$ cat config.mk
export PLATFORM = sky130hd
export DESIGN_NAME = golden_nonce_queue
export DESIGN_NICKNAME = d
export VERILOG_FILES = /design/src/rtl/golden_nonce_queue_pkg.sv /design/src/rtl/golden_nonce_queue_fifo.sv /design/src/rtl/golden_nonce_queue.sv
export SDC_FILE = /design/constraint.sdc
export NUM_CORES = 1
export LEC_CHECK = 0
export ABC_AREA = 1
export BUFFER_PORTS_ARGS = -buffer_cell sky130_fd_sc_hd__buf_4
export CORE_MARGIN = 2
export CORE_UTILIZATION = 64
export DETAILED_ROUTE_END_ITERATION = 16
export GPL_TIMING_DRIVEN = 0
export PLACE_DENSITY = 0.86
export SYNTH_ARGS = -nofsm -noshare
export SYNTH_HDL_FRONTEND = slang
export SYNTH_HIERARCHICAL = 1
export SYNTH_SLANG_ARGS = --single-unit
$ cat constraint.sdc
create_clock -name clk -period 12.05 [get_ports clk]
set_clock_uncertainty 0.15 [all_clocks]
set_input_delay 0.6025 -clock clk [delete_from_list [all_inputs] [get_ports clk]]
set_output_delay 0.6025 -clock clk [all_outputs]
set_load 0.03 [all_outputs]
$ cat src/rtl/golden_nonce_queue_pkg.sv
// Shared constants and the leading-zero target test for the golden nonce queue.
package golden_nonce_queue_pkg;

    localparam int unsigned NONCE_OFFSET_DEFAULT = 132;
    localparam int unsigned DEPTH_DEFAULT        = 8;
    localparam int unsigned HASH_W               = 32;

    // True when the top min(zero_bits,32) bits of msw are all zero.
    function automatic logic msw_meets_target(input logic [HASH_W-1:0] msw,
                                              input logic [5:0]        zero_bits);
        logic [5:0]        zb;
        logic [HASH_W-1:0] mask;
        zb   = (zero_bits > 6'd32) ? 6'd32 : zero_bits;
        // Shifting by the full width yields zero, so zb=32 masks every bit.
        mask = ~({HASH_W{1'b1}} >> zb);
        return ((msw & mask) == '0);
    endfunction

endpackage

$ cat src/rtl/golden_nonce_queue_fifo.sv
// First-word-fall-through FIFO; head word is presented combinationally, 0 when empty.
module sync_fifo_fwft
    import golden_nonce_queue_pkg::*;
#(
    parameter int unsigned WIDTH = 32,
    parameter int unsigned DEPTH = DEPTH_DEFAULT,
    localparam int unsigned AW   = $clog2(DEPTH)
) (
    input  logic             clk,
    input  logic             reset_n,
    input  logic             push,
    input  logic [WIDTH-1:0] wdata,
    input  logic             pop,
    output logic [WIDTH-1:0] rdata,
    output logic             full,
    output logic             empty,
    output logic [AW:0]      level
);

    logic [WIDTH-1:0] mem_q [DEPTH];
    logic [AW:0]      wr_ptr_q, wr_ptr_d;
    logic [AW:0]      rd_ptr_q, rd_ptr_d;
    logic             do_push, do_pop;

    assign empty   = (wr_ptr_q == rd_ptr_q);
    assign full    = (wr_ptr_q[AW] != rd_ptr_q[AW]) && (wr_ptr_q[AW-1:0] == rd_ptr_q[AW-1:0]);
    assign level   = wr_ptr_q - rd_ptr_q;
    assign rdata   = empty ? '0 : mem_q[rd_ptr_q[AW-1:0]];
    assign do_pop  = pop && !empty;
    assign do_push = push && (!full || do_pop);

    // Pointer advance; extra MSB distinguishes full from empty.
    always_comb begin
        wr_ptr_d = wr_ptr_q + {{AW{1'b0}}, do_push};
        rd_ptr_d = rd_ptr_q + {{AW{1'b0}}, do_pop};
    end

    // Pointer registers with synchronous reset.
    always_ff @(posedge clk) begin
        if (!reset_n) begin
            wr_ptr_q <= '0;
            rd_ptr_q <= '0;
        end else begin
            wr_ptr_q <= wr_ptr_d;
            rd_ptr_q <= rd_ptr_d;
        end
    end

    // Storage write; contents need no reset since pointers gate visibility.
    always_ff @(posedge clk) begin
        if (do_push) begin
            mem_q[wr_ptr_q[AW-1:0]] <= wdata;
        end
    end

endmodule

$ cat src/rtl/golden_nonce_queue.sv
// Tests completed hashes against a leading-zero target, recovers the real nonce,
// and queues hits for host readout with hit/drop accounting.
module golden_nonce_queue
    import golden_nonce_queue_pkg::*;
#(
    parameter int unsigned DEPTH        = DEPTH_DEFAULT,
    parameter int unsigned NONCE_OFFSET = NONCE_OFFSET_DEFAULT,
    localparam int unsigned LW          = $clog2(DEPTH) + 1
) (
    input  logic          clk,
    input  logic          reset_n,
    input  logic          hash_valid,
    input  logic [31:0]   hash_msw,
    input  logic [31:0]   nonce_in,
    input  logic [5:0]    zero_bits,
    output logic          out_valid,
    output logic [31:0]   out_nonce,
    input  logic          out_ready,
    output logic [LW-1:0] level,
    output logic [31:0]   hit_count,
    output logic [15:0]   drop_count,
    output logic          overflow
);

    logic        hit_q, hit_d;
    logic [31:0] nonce_q, nonce_d;
    logic [31:0] hit_count_q, hit_count_d;
    logic [15:0] drop_count_q, drop_count_d;
    logic        overflow_q, overflow_d;
    logic        fifo_full, fifo_empty;
    logic        push, pop, drop;

    assign out_valid  = !fifo_empty;
    assign pop        = out_valid && out_ready;
    assign push       = hit_q && (!fifo_full || pop);
    assign drop       = hit_q && fifo_full && !pop;
    assign hit_count  = hit_count_q;
    assign drop_count = drop_count_q;
    assign overflow   = overflow_q;

    sync_fifo_fwft #(
        .WIDTH (32),
        .DEPTH (DEPTH)
    ) u_fifo (
        .clk     (clk),
        .reset_n (reset_n),
        .push    (push),
        .wdata   (nonce_q),
        .pop     (pop),
        .rdata   (out_nonce),
        .full    (fifo_full),
        .empty   (fifo_empty),
        .level   (level)
    );

    // Next-state for the compare stage and the hit/drop bookkeeping.
    always_comb begin
        hit_d        = hash_valid && msw_meets_target(hash_msw, zero_bits);
        nonce_d      = nonce_in - 32'(NONCE_OFFSET);
        hit_count_d  = hit_count_q + {31'd0, hit_q};
        drop_count_d = drop_count_q;
        overflow_d   = overflow_q;
        if (drop) begin
            overflow_d = 1'b1;
            if (drop_count_q != 16'hFFFF) begin
                drop_count_d = drop_count_q + 16'd1;
            end
        end
    end

    // Stage-1 and counter registers with synchronous reset.
    always_ff @(posedge clk) begin
        if (!reset_n) begin
            hit_q        <= 1'b0;
            nonce_q      <= '0;
            hit_count_q  <= '0;
            drop_count_q <= '0;
            overflow_q   <= 1'b0;
        end else begin
            hit_q        <= hit_d;
            nonce_q      <= nonce_d;
            hit_count_q  <= hit_count_d;
            drop_count_q <= drop_count_d;
            overflow_q   <= overflow_d;
        end
    end

endmodule

-- Word-level counts from Yosys, hierarchy flattened
Memories as Yosys holds them, arrays and structs flattened. A register that Yosys moved wholly into a read port is not among the register bits.
Index checks and enable logic that the tools add are counted.
- add/subtract/negate cells: 6
- order comparisons: 1
- equal/unequal tests: 4
- shifts and indexed selects: 1
- multiplexer cells: 5
- bitwise gates (word level): 2
- reductions and logical operators: 15
- operator list (kind ; count):
    adder 32 x 1 -> 32 bit ; 1
    bitwise AND 32 bit ; 1
    zero test 32 bit ; 1
    2-to-1 mux 32 bit ; 1
    inverter 32 bit ; 1
    right shift 32 x 6 -> 32 bit, first input constant ; 1
    subtractor 32 x 8 -> 32 bit, second input constant ; 1
    adder 16 x 1 -> 16 bit, second input constant ; 1
    != test 16 bit, second input constant ; 1
    adder 4 x 1 -> 4 bit ; 2
    logical AND 1 bit ; 8
    > comparator 6 bit, second input constant ; 1
    2-to-1 mux 6 bit ; 1
    equality test 4 bit ; 1
    subtractor 4 bit ; 1
    equality test 3 bit ; 1
    zero test 1 bit ; 3
    2-to-1 mux 3 bit ; 1
    logical OR 1 bit ; 2
    2-to-1 mux 1 bit ; 2
    AND reduction 2 bit ; 1
    != test 1 bit ; 1
- register bits: 90
- RAM bits: 256
- input bits: 74
- output and inout bits: 86
- word-level logic and storage cells: 42
- memories kept: 1
- memory list (memory ; words ; bits a word ; read ports ; clocked after memory_dff ; wr ports ; line ; text):
    u_fifo.mem_q ; 8 ; 32 ; 1 ; 1 ; 1 ; golden_nonce_queue_fifo.sv:20 ; logic [WIDTH-1:0] mem_q [DEPTH];

-- Longest topological paths before layout
Gate-level depths: netlist of run 1.
- depth in word-level cells: 8
- mapped depth: 20
- mapped depth without buffers: 17

-- Cells and area by module
Netlist of run 1, hierarchy kept.
- modules (own cells, without submodules) (module ; instances ; cells an instance ; area each (µm²) ; sequential area each (µm²)):
    sync_fifo_fwft ; 1 ; 1193 ; 11788.8 ; 7847.5
    golden_nonce_queue ; 1 ; 685 ; 4489.3 ; 1641.6

-- Worst setup path before layout of run 1
Ideal clock, no wire load.
- path type: flip-flop to flip-flop
- from: reg u_fifo.rd_ptr_q[2]
- to: mem u_fifo.mem_q[0][0] (enable)
- setup time: 421 ps
- arrival time: 3358 ps
- data required time: 11479 ps
- slack: 8120 ps
- cell stages (with the launch flop): 15
- cells stage by stage: dfxtp_1 -> clkbuf_1 -> buf_2 -> buf_2 -> inv_1 -> ha_1 -> nand2_1 -> nor2_1 -> inv_1 -> nor2_4 -> nor2_1 -> inv_1 -> a21boi_0 -> nand2_1 -> nor2_1
- longest elaborated chain between the ends: 8
- elaborated cells on any way between the ends: 13
- ends and longest elaborated chain (item ; line ; text):
    start, declared ; golden_nonce_queue_fifo.sv:22 ; logic [AW:0] rd_ptr_q, rd_ptr_d;
    start signal, assigned ; golden_nonce_queue_fifo.sv:45 ; rd_ptr_q <= rd_ptr_d;
    equality test 4 bit ; golden_nonce_queue_fifo.sv:25 ; assign empty = (wr_ptr_q == rd_ptr_q);
    named net fifo_empty ; golden_nonce_queue.sv:30 ; logic fifo_full, fifo_empty;
    zero test 1 bit ; golden_nonce_queue.sv:33 ; assign out_valid = !fifo_empty;
    logical AND 1 bit ; golden_nonce_queue.sv:34 ; assign pop = out_valid && out_ready;
    named net pop ; golden_nonce_queue.sv:31 ; logic push, pop, drop;
    logical OR 1 bit ; golden_nonce_queue.sv:35 ; assign push = hit_q && (!fifo_full || pop);
    logical AND 1 bit ; golden_nonce_queue.sv:35 ;
    named net push ; golden_nonce_queue.sv:31 ;
    logical AND 1 bit ; golden_nonce_queue_fifo.sv:30 ; assign do_push = push && (!full || do_pop);
    2-to-1 mux 1 bit ; golden_nonce_queue_fifo.sv:51 ; if (do_push) begin
    2-to-1 mux 1 bit (not written as such) ; golden_nonce_queue_fifo.sv:52 ; mem_q[wr_ptr_q[AW-1:0]] <= wdata;
    end, declared ; golden_nonce_queue_fifo.sv:20 ;
The timed path passes the listed nets, and every way through them passes these cells.

-- Worst setup path in the final report of run 1
- from: reg u_fifo.rd_ptr_q[2]
- to: mem u_fifo.mem_q[1][13] (enable)
Same word-level chain as after synthesis.

==> results of run 1 <==
-- metal layers --
layer | part of all wire [%] | vias up
met4 | 5.1 | 0
met3 | 12 | 201
li1 | - | 6348
met2 | 47 | 961
met5 | 0 | -
met1 | 35 | 6252
-- worst min path at each step --
stage	startpoint	endpoint	slack, ns	cells after the start
2_1_floorplan	u_fifo/rd_ptr_q[3]$_SDFF_PN0_	u_fifo/rd_ptr_q[3]$_SDFF_PN0_	0.32	2
6_report	nonce_in[1]	nonce_q[1]$_SDFF_PN0_	0.12	3
5_1_grt	nonce_in[1]	nonce_q[1]$_SDFF_PN0_	0.12	3
3_5_place_dp	overflow$_SDFFE_PN0P_	overflow$_SDFFE_PN0P_	0.32	2
4_1_cts	nonce_in[1]	nonce_q[1]$_SDFF_PN0_	0.11	3
3_3_place_gp	overflow$_SDFFE_PN0P_	overflow$_SDFFE_PN0P_	0.30	2
-- worst max-delay path, cell delays in order, from the launching register on --
cell and delay, ns:
dfxtp_1 0.33, clkbuf_1 0.26, buf_2 0.35, buf_2 0.33
inv_1 0.09, ha_1 0.33, nand2_1 0.09, nor2_1 0.05
inv_1 0.12, nor2_4 0.08, nor2_1 0.18, inv_1 0.07
a21boi_0 0.15, nand2_1 0.45, nor2_4 0.72, buf_16 0.26
-- state kept, by name, indices dropped and copies added, names as in the netlist --
signal / count
u_fifo/mem_q: 256
hit_count: 32
nonce_q: 32
drop_count: 16
u_fifo/rd_ptr_q: 4
u_fifo/wr_ptr_q: 4
hit_q: 1
overflow: 1
-- cell usage after synthesis, drive strengths merged (7+ instances only) --
| cell type | count |
|---|---|
| nor3 | 24 |
| clkbuf | 16 |
| xnor2 | 7 |
| dfxtp | 90 |
| nor2 | 199 |
| nand4 | 17 |
| a21oi | 58 |
| nand3 | 204 |
| nand2 | 506 |
| edfxtp | 256 |
| o21ai | 40 |
| ha | 11 |
| buf | 49 |
| xor2 | 8 |
| inv | 365 |
-- cells in the final DEF (no fill, tap or decap), types with 5 or more instances in the layout --
cell       synthesis  routed
nor2_4             4      12
nor2_2            24      24
o21ai_0           39      39
clkbuf_1          16      27
clkbuf_16          0      38
dfxtp_1           90      90
buf_2             44      44
edfxtp_1         256     256
nand2_1          491     491
buf_4              1     158
xnor2_1            7       7
nor3_1            16      16
nand2_2           15      15
nor3_2             5       5
nor2_1           170     162
xor2_1             7       7
a21oi_1           58      58
inv_1            360     360
ha_1              11      11
nand3_1          203     203
nand4_1           16      16
nor4_1             6       6
-- metrics by stage --
stage / std cells / setup slack [ns] / power [W] / hold WS [ns] / util [%]
2_1_floorplan: 1878 / 8.12 / 0.00135 / 0.321 / -
3_3_place_gp: 2365 / 6.21 / 0.00138 / 0.304 / 71.2
3_5_place_dp: 2373 / 7.91 / 0.00139 / 0.324 / 72.2
4_1_cts: 2436 / 7.80 / 0.00243 / 0.111 / 76.7
5_1_grt: 2436 / 7.58 / 0.00249 / 0.119 / 76.7
6_report: 2436 / 7.71 / 0.00243 / 0.120 / 76.7
-- where the power goes --
group          total (W)  internal (W)  switching [W]  leakage [nW]
combinational  0.0000675     0.0000278      0.0000398          4.62
clock            0.00106      0.000626       0.000439         0.544
sequential       0.00130       0.00128      0.0000124          3.27
-- logic make-up (layout without fill, tap and decap cells) --
kind of cell / after synthesis / after routing / synth area share [%]
and+or+nand+nor: 968 / 968 / 26.0
buffers and inverters: 430 / 658 / 10.5
DFF: 346 / 346 / 58.3
AOI/OAI and AO/OA: 107 / 107 / 3.45
xor gates and xnor gates: 15 / 15 / 0.853
adders and majority gates: 12 / 12 / 0.968
-- final cells by class --
cell class                      instances  share of cell area [%]
Clock inverter                         10                   0.474
Clock buffer                           53                    5.44
Timing Repair Buffer                  165                    7.11
Multi-Input combinational cell       1102                    26.7
Tap cell                              330                    2.14
Buffer                                 65                    1.73
Sequential cell                       346                    49.3
Inverter                              365                    7.13
==> impl_metrics.ini, run 1 <==
[run_status]
outcome = finished, final reports clean

[cells_and_area]
drive_gt1_share_pct = 15.9
regArea_um2 = 9490
final_area_um2 = 19300
n_fill_cell = 1604
antenna_cells = 0
syn_to_final_growth_pct = 18.3
fin_nets = 2166
multi_input_area_um2 = 5140

[global_route]
overflow = 0
antenna_found_initial = 0
use_met1_pct = 41.4
gr-max-usage-layer = met2
grt_first_pass_wirelength_mm = 70.0
met3_usage_pct = 8.18
grt_max_degree = 27
grt_pass1_vias = 13700
use_met2_pct = 58.6
track_usage_pct = 34.6

[min_path]
hp-class = input port to flop

[drt]
first_iter_violations = 1574
firstDrtPassIters = 8
ant_nets = 0
avgRoutedWirePerCell_um = 18.7
vias_per_cell = 5.65
totalWireLength_mm = 45.6
drc = 0
vias = 13800

[timing]
finalSetupTns_ns = 0
maxSlewHeadroom_pct = 42.9
drv_slew = 0
hold_viol_final = 0
timing.fmax_mhz = 231
tightest_slew_ns = 0.857
grt_setup_unrepaired = false
finalCriticalPeriod_ns = 4.34
setup_viol = 0
period_share_pct = 36.0

[yosys]
synth_cell_types = 44
netlist_area_um2 = 16300
synth_cells = 1878
synth_top_area_share_pct = 47.2
yosys_register_bits = 346
synth_area_per_cell_um2 = 8.67
yosys-top-cells-area = edfxtp_1 (47%), nand2_1 (11%), dfxtp_1 (11%)
async_flop_share_pct = 0
synth-seq-area-share_pct = 58.3
yosysTopAreaCell = edfxtp_1
ys_dominant_reg_cell = edfxtp_1
ys_warn_count = 6
synth-edff-count = 256
synth_fp_nets = 1964

[die]
die_y_um = 163
die_w_um = 163
core-area_um2 = 25100
num_rows = 58
io_pins = 160
initial_utilization_pct = 64.8
die_area_um2 = 26700

[critical_path]
rr_startpoint = u_fifo/rd_ptr_q[2]$_SDFF_PN0_
arrival_ns = 4.40
regToRegSetupSlack_ns = 7.71
start_kind = flop
worstSetupEndpoint = u_fifo/mem_q[1][13]$_DFFE_PP_
cp_max_fo = 18
path_class = flop to flop
r2r_cells = 15
reg2reg_to = u_fifo/mem_q[1][13]$_DFFE_PP_
required_ns = 12.11
worstSetupStartpoint = u_fifo/rd_ptr_q[2]$_SDFF_PN0_
endpoint_kind = flop

[placement]
postPlaceCellArea_um2 = 18100
io_buffers = 157
place_congestion = 0.955
hpwlAfterDp_mm = 29.8

[clock_tree]
clock_path_buffers = 3
cts_root_buffer = clkbuf_16
cts.sinks = 346
clock_latency_ns = 0.51
h-tree-depth = 2
cts.reportedPaths.clkPinSlew_ns = 0.06
cts_made_buffers = 35
cts_hold_buf = 0
cts_tree = yes
cts_resized = 0
postCtsSetupRepairBufs = 0

[job]
drv_cap = 0

[power_and_ir_drop]
power.leakage_nw = 8.43
pwr_density_cell_nw_per_um2 = 126
ir_drop_mv = 0.0930
No activity file was read; power rests on OpenSTA's default activity.
==> run 2: changes to the inputs <==
--- a/config.mk
+++ b/config.mk
@@ -8,10 +8,10 @@
 export ABC_AREA = 1
 export BUFFER_PORTS_ARGS = -buffer_cell sky130_fd_sc_hd__buf_4
 export CORE_MARGIN = 2
-export CORE_UTILIZATION = 64
+export CORE_UTILIZATION = 59
 export DETAILED_ROUTE_END_ITERATION = 16
 export GPL_TIMING_DRIVEN = 0
-export PLACE_DENSITY = 0.86
+export PLACE_DENSITY = 0.81
 export SYNTH_ARGS = -nofsm -noshare
 export SYNTH_HDL_FRONTEND = slang
 export SYNTH_HIERARCHICAL = 1
==> constraint.sdc (replaced) <==
create_clock -name clk -period 4 [get_ports clk]
set_clock_uncertainty 0.15 [all_clocks]
set_input_delay 0.2 -clock clk [delete_from_list [all_inputs] [get_ports clk]]
set_output_delay 0.2 -clock clk [all_outputs]
set_load 0.03 [all_outputs]
==> impl_metrics.ini, run 2 (synthesis gave the netlist of run 1 again) <==
[run_status]
outcome = finished, final reports clean

[die]
die_area_um2 = 28900
die_w_um = 170
io_pins = 160
core-area_um2 = 27000
initial_utilization_pct = 60.2
die_y_um = 170
num_rows = 60

[cells_and_area]
syn_to_final_growth_pct = 23.0
final_common_cell = nand2_1
fin_nets = 2229
largest_reg_flops = 256
layout_common_cells = nand2_1 (490), inv_1 (360), edfxtp_1 (256)
finalNonFillerCells = 2511
final_area_um2 = 20000
drive_gt1_share_pct = 16.2

[clock_tree]
cts_root_buffer = clkbuf_16
cts.reportedPaths.clkPinSlew_ns = 0.06
clock_path_buffers = 3
cts_made_buffers = 36
clock_latency_ns = 0.51
cts_tree = yes
h-tree-depth = 2
cts.sinks = 346

[timing]
grt_setup_unrepaired = false
hold_viol_final = 0
finalCriticalPeriod_ns = 3.74
setup_slack_ns = 0.256
tightest_slew_ns = 0.980
timing.fmax_mhz = 267
setup_viol = 0
period_share_pct = 93.6
maxSlewHeadroom_pct = 34.7
fin_hold_ws_ns = 0.143
drv_slew = 0

[drt]
vias = 13900
top_layer = met4
route.met2.wl_mm = 23.0
first_iter_violations = 1750
wl_met3_mm = 5.02
firstDrtPassIters = 5
totalWireLength_mm = 46.9
ant_nets = 0
avgRoutedWirePerCell_um = 18.7
m1WireLength_mm = 17.1
vias_per_cell = 5.55
drc = 0

[power_and_ir_drop]
pwr_density_cell_nw_per_um2 = 373
ir_drop_mv = 0.247
power.leakage_nw = 8.78
p_total_w = 0.00747

[placement]
io_buffers = 157
postPlaceCellArea_um2 = 18100
place_congestion = 0.923
hpwlAfterDp_mm = 30.6
dp_slack_ns = -0.234
dp.cells = 2384

[global_route]
antenna_found_initial = 1
grt_first_pass_wirelength_mm = 71.8
overflow = 0
grt_max_degree = 22
track_usage_pct = 32.5
grt_pass1_vias = 13800

[critical_path]
path_class = flop to flop
arrival_ns = 4.04
endpoint_kind = flop
start_kind = flop
required_ns = 4.30
cp_max_fo = 10

[job]
drv_cap = 0

[min_path]
hp-class = input port to flop
-- run 2: cell count changes in the layout (fill, tap and decap cells not counted), sizes merged --
cell,change
clkbuf,-6
buf,+10
inv,+2
diode,+1
clkinvlp,-2
clkinv,+7
dlygate4sd3,+52
-- run 2: area by class of cell --
cell class / instances / area, µm²
Antenna cell: 1 / 2.50
Buffer: 65 / 333
Clock buffer: 47 / 1060
Clock inverter: 17 / 126
Fill cell: 1833 / 7010
Inverter: 365 / 1370
Multi-Input combinational cell: 1102 / 5150
Sequential cell: 346 / 9490
Tap cell: 341 / 427
Timing Repair Buffer: 227 / 2060
-- run 2: path summary, 6_finish.rpt --
path                                  from                             to  slack (ns)  depth (start not counted)
max          u_fifo/rd_ptr_q[2]$_SDFF_PN0_  u_fifo/wr_ptr_q[2]$_SDFF_PN0_        0.26                         19
min                              out_ready          overflow$_SDFFE_PN0P_        0.14                          8
max reg2reg  u_fifo/rd_ptr_q[2]$_SDFF_PN0_  u_fifo/wr_ptr_q[2]$_SDFF_PN0_        0.26                         19
min reg2reg          overflow$_SDFFE_PN0P_          overflow$_SDFFE_PN0P_        0.33                          2
-- run 2: what timing repair did --
action	CTS	global route
setup buffers	10	0
hold buffers	52	0
resized for setup	1	1
endpoints found under the setup margin	198	1
endpoints found under the hold margin	41	0
pin swaps	7	0
-- run 2: critical path: stages (launching register included) --
cell	delay, ns
dfxtp_1	0.32
clkbuf_1	0.19
buf_2	0.36
buf_2	0.38
inv_1	0.09
ha_1	0.33
nand2_1	0.08
nor2_1	0.12
inv_1	0.10
nor2_4	0.19
nor2_1	0.08
inv_1	0.09
nand3_1	0.13
nand2_4	0.27
inv_1	0.09
ha_1	0.23
ha_1	0.22
nand2_1	0.08
nand2_1	0.05
nor2_1	0.11
-- run 2: metrics by stage --
stage / utilization [%] / setup TNS (ns)
2_1_floorplan: - / 0
3_3_place_gp: 66.2 / -407.43
3_5_place_dp: 67.1 / -23.94
4_1_cts: 74.0 / 0
5_1_grt: 74.1 / 0
6_report: 74.1 / 0
-- run 2: routing by layer --
layer	track usage (%)	vias to the layer above
li1	-	6465
met4	13.6	0
met1	40.3	6452
met5	0	-
met2	56.4	871
met3	5.74	147
-- run 2: power by group --
part	total (W)	switching (W)	internal [W]
clock	0.00332	0.00138	0.00194
combinational	0.000241	0.000125	0.000116
sequential	0.00391	0.0000395	0.00387
==> run 3: changes to the inputs <==
--- a/config.mk
+++ b/config.mk
@@ -8,10 +8,10 @@
 export ABC_AREA = 1
 export BUFFER_PORTS_ARGS = -buffer_cell sky130_fd_sc_hd__buf_4
 export CORE_MARGIN = 2
-export CORE_UTILIZATION = 59
+export CORE_UTILIZATION = 45
 export DETAILED_ROUTE_END_ITERATION = 16
 export GPL_TIMING_DRIVEN = 0
-export PLACE_DENSITY = 0.81
+export PLACE_DENSITY = 0.64
 export SYNTH_ARGS = -nofsm -noshare
 export SYNTH_HDL_FRONTEND = slang
 export SYNTH_HIERARCHICAL = 1
==> impl_metrics.ini, run 3 (synthesis gave the netlist of run 1 again) <==
[run_status]
outcome = finished, final reports clean

[cells_and_area]
layout_common_cells = nand2_1 (490), inv_1 (360), edfxtp_1 (256)
final_common_cell = nand2_1
largest_reg_flops = 256
finalNonFillerCells = 2640
final_util_pct = 56.9
fin_nets = 2234
antenna_cells = 0
syn_to_final_growth_pct = 24.3
drive_gt1_share_pct = 16.2

[placement]
dp_slack_ns = -0.438
hpwlAfterDp_mm = 30.8
io_buffers = 157
dp.cells = 2504
place_congestion = 0.903

[clock_tree]
clock_path_buffers = 3
cts.sinks = 346
cts.reportedPaths.clkPinSlew_ns = 0.06
cts_tree = yes
cts_root_buffer = clkbuf_16
h-tree-depth = 2
clock_latency_ns = 0.53
cts_made_buffers = 39

[die]
die_area_um2 = 37700
num_rows = 69
core-area_um2 = 35600
die_y_um = 194
io_pins = 160
initial_utilization_pct = 45.8
die_w_um = 194

[critical_path]
cp_num_cells = 15
cp_top_family = buffers and inverters
crit_buf_inv = 7
start_kind = flop
worstSetupStartpoint = u_fifo/rd_ptr_q[2]$_SDFF_PN0_
rr_startpoint = u_fifo/rd_ptr_q[2]$_SDFF_PN0_
endpoint_kind = flop
crit_top_cell = inv_1
r2r_cells = 15
path_class = flop to flop
cp_max_fo = 20
regToRegSetupSlack_ns = 0.18
worstSetupEndpoint = u_fifo/mem_q[6][17]$_DFFE_PP_
arrival_ns = 3.88
cp_slowest_cell = buf_2
reg2reg_to = u_fifo/mem_q[6][17]$_DFFE_PP_
required_ns = 4.07
critical-path-max-stage-delay_ns = 0.36
crit_chain = clkbuf_1 -> buf_2 -> buf_2 -> inv_1 -> ha_1 -> nand2_1 -> nor2_1 -> inv_1 -> nor2_4 -> nor2_1 -> inv_1 -> a21boi_0 -> nand2_4 -> nor2_4 -> buf_16

[job]
drv_cap = 0

[timing]
maxSlewHeadroom_pct = 48.4
tightest_slew_ns = 0.763
finalCriticalPeriod_ns = 3.82
finalSetupTns_ns = 0
drv_slew = 0
period_share_pct = 95.4
setup_viol = 0
setup_slack_ns = 0.184
fin_hold_ws_ns = 0.112
hold_viol_final = 0
grt_setup_unrepaired = false
timing.fmax_mhz = 262

[global_route]
use_met2_pct = 40.4
grt_pass1_vias = 13000
grt_first_pass_wirelength_mm = 69.4
overflow = 0
gr-max-usage-layer = met2
antenna_found_initial = 0
grt_max_degree = 25
track_usage_pct = 23.3
met3_usage_pct = 4.04
use_met1_pct = 30.0

[drt]
avgRoutedWirePerCell_um = 16.6
vias_per_cell = 4.98
drc = 0
ant_nets = 0
totalWireLength_mm = 43.9
vias = 13100
firstDrtPassIters = 5
first_iter_violations = 944

[min_path]
hp-class = input port to flop

[power_and_ir_drop]
ir_drop_mv = 0.284
p_switching_w = 0.00157
comb_power_share_pct = 3.2
seqPwrFrac_pct = 51.7
internal_power_w = 0.00600
power.leakage_nw = 8.82
swShare_pct = 20.7
pwr_density_cell_nw_per_um2 = 374
power.share.clock_pct = 45.2
run 3: cell types whose count changed in the layout (fill, tap and decap cells not counted), moves of 2 or more:
| cell | previous run | this run |
|---|---|---|
| buf_12 | 10 | 8 |
| clkbuf_1 | 19 | 28 |
| clkbuf_8 | 5 | 2 |
| clkinv_1 | 4 | 2 |
| clkinv_2 | 6 | 11 |
| dlygate4sd3_1 | 52 | 55 |
| inv_6 | 3 | 1 |
run 3: what timing repair did:
action | CTS | global route
endpoints found under the setup margin | 258 | 82
setup buffers | 9 | 0
endpoints found under the hold margin | 41 | 0
pin swaps | 8 | 1
resized for setup | 1 | 1
hold buffers | 55 | 0
cloned | 0 | 0
run 3: how the worst min path moves through the flow:
| stage | endpoint | from | depth (start not counted) | slack [ns] |
|---|---|---|---|---|
| final | overflow$_SDFFE_PN0P_ | out_ready | 8 | 0.11 |
| after global routing | overflow$_SDFFE_PN0P_ | out_ready | 8 | 0.19 |
| after CTS | overflow$_SDFFE_PN0P_ | out_ready | 8 | 0.11 |
| after detailed placement | nonce_q[1]$_SDFF_PN0_ | nonce_in[1] | 3 | 0.24 |
| after global placement | nonce_q[0]$_SDFF_PN0_ | nonce_in[0] | 3 | 0.24 |
| after floorplan | nonce_q[2]$_SDFF_PN0_ | nonce_in[2] | 1 | 0.12 |
run 3: area by class of cell:
class	instances	area [µm²]
plain buffers	65	333
clock buffers	54	1070
clock inverters	18	156
fillers	3100	15300
inverters	365	1370
multi-input cells	1102	5150
flip-flops and latches	346	9490
well taps	461	577
repair buffers	229	2080
run 3: worst reg2reg max path: stages (launching register included):
cell and delay [ns]:
dfxtp_1 0.31, clkbuf_1 0.34, buf_2 0.34, buf_2 0.36
inv_1 0.10, ha_1 0.33, nand2_1 0.09, nor2_1 0.05
inv_1 0.10, nor2_4 0.07, nor2_1 0.14, inv_1 0.07
a21boi_0 0.32, nand2_4 0.25, nor2_4 0.28, buf_16 0.20
run 3: power by group through the flow:
| stage | combinational, W | clock [W] | sequential (W) |
|---|---|---|---|
| after floorplan | 0.0000886 | 0 | 0.00397 |
| after global placement | 0.000192 | 0 | 0.00398 |
| after detailed placement | 0.000195 | 0 | 0.00399 |
| after CTS | 0.000239 | 0.00348 | 0.00391 |
| after global routing | 0.000266 | 0.00364 | 0.00391 |
| final | 0.000241 | 0.00342 | 0.00391 |
run 3: layer usage:
layer  up-vias  share of wire, %
li1       6484                 -
met1      6149                43
met2       433                48
met3        75               6.7
met4         0               2.3
met5         -                 0
run 3: per-stage QoR:
step,area [µm²],total power [W]
final,20200,0.00757
after global routing,20200,0.00782
after CTS,20200,0.00763
after detailed placement,18300,0.00418
after global placement,18000,0.00417
after floorplan,16300,0.00405
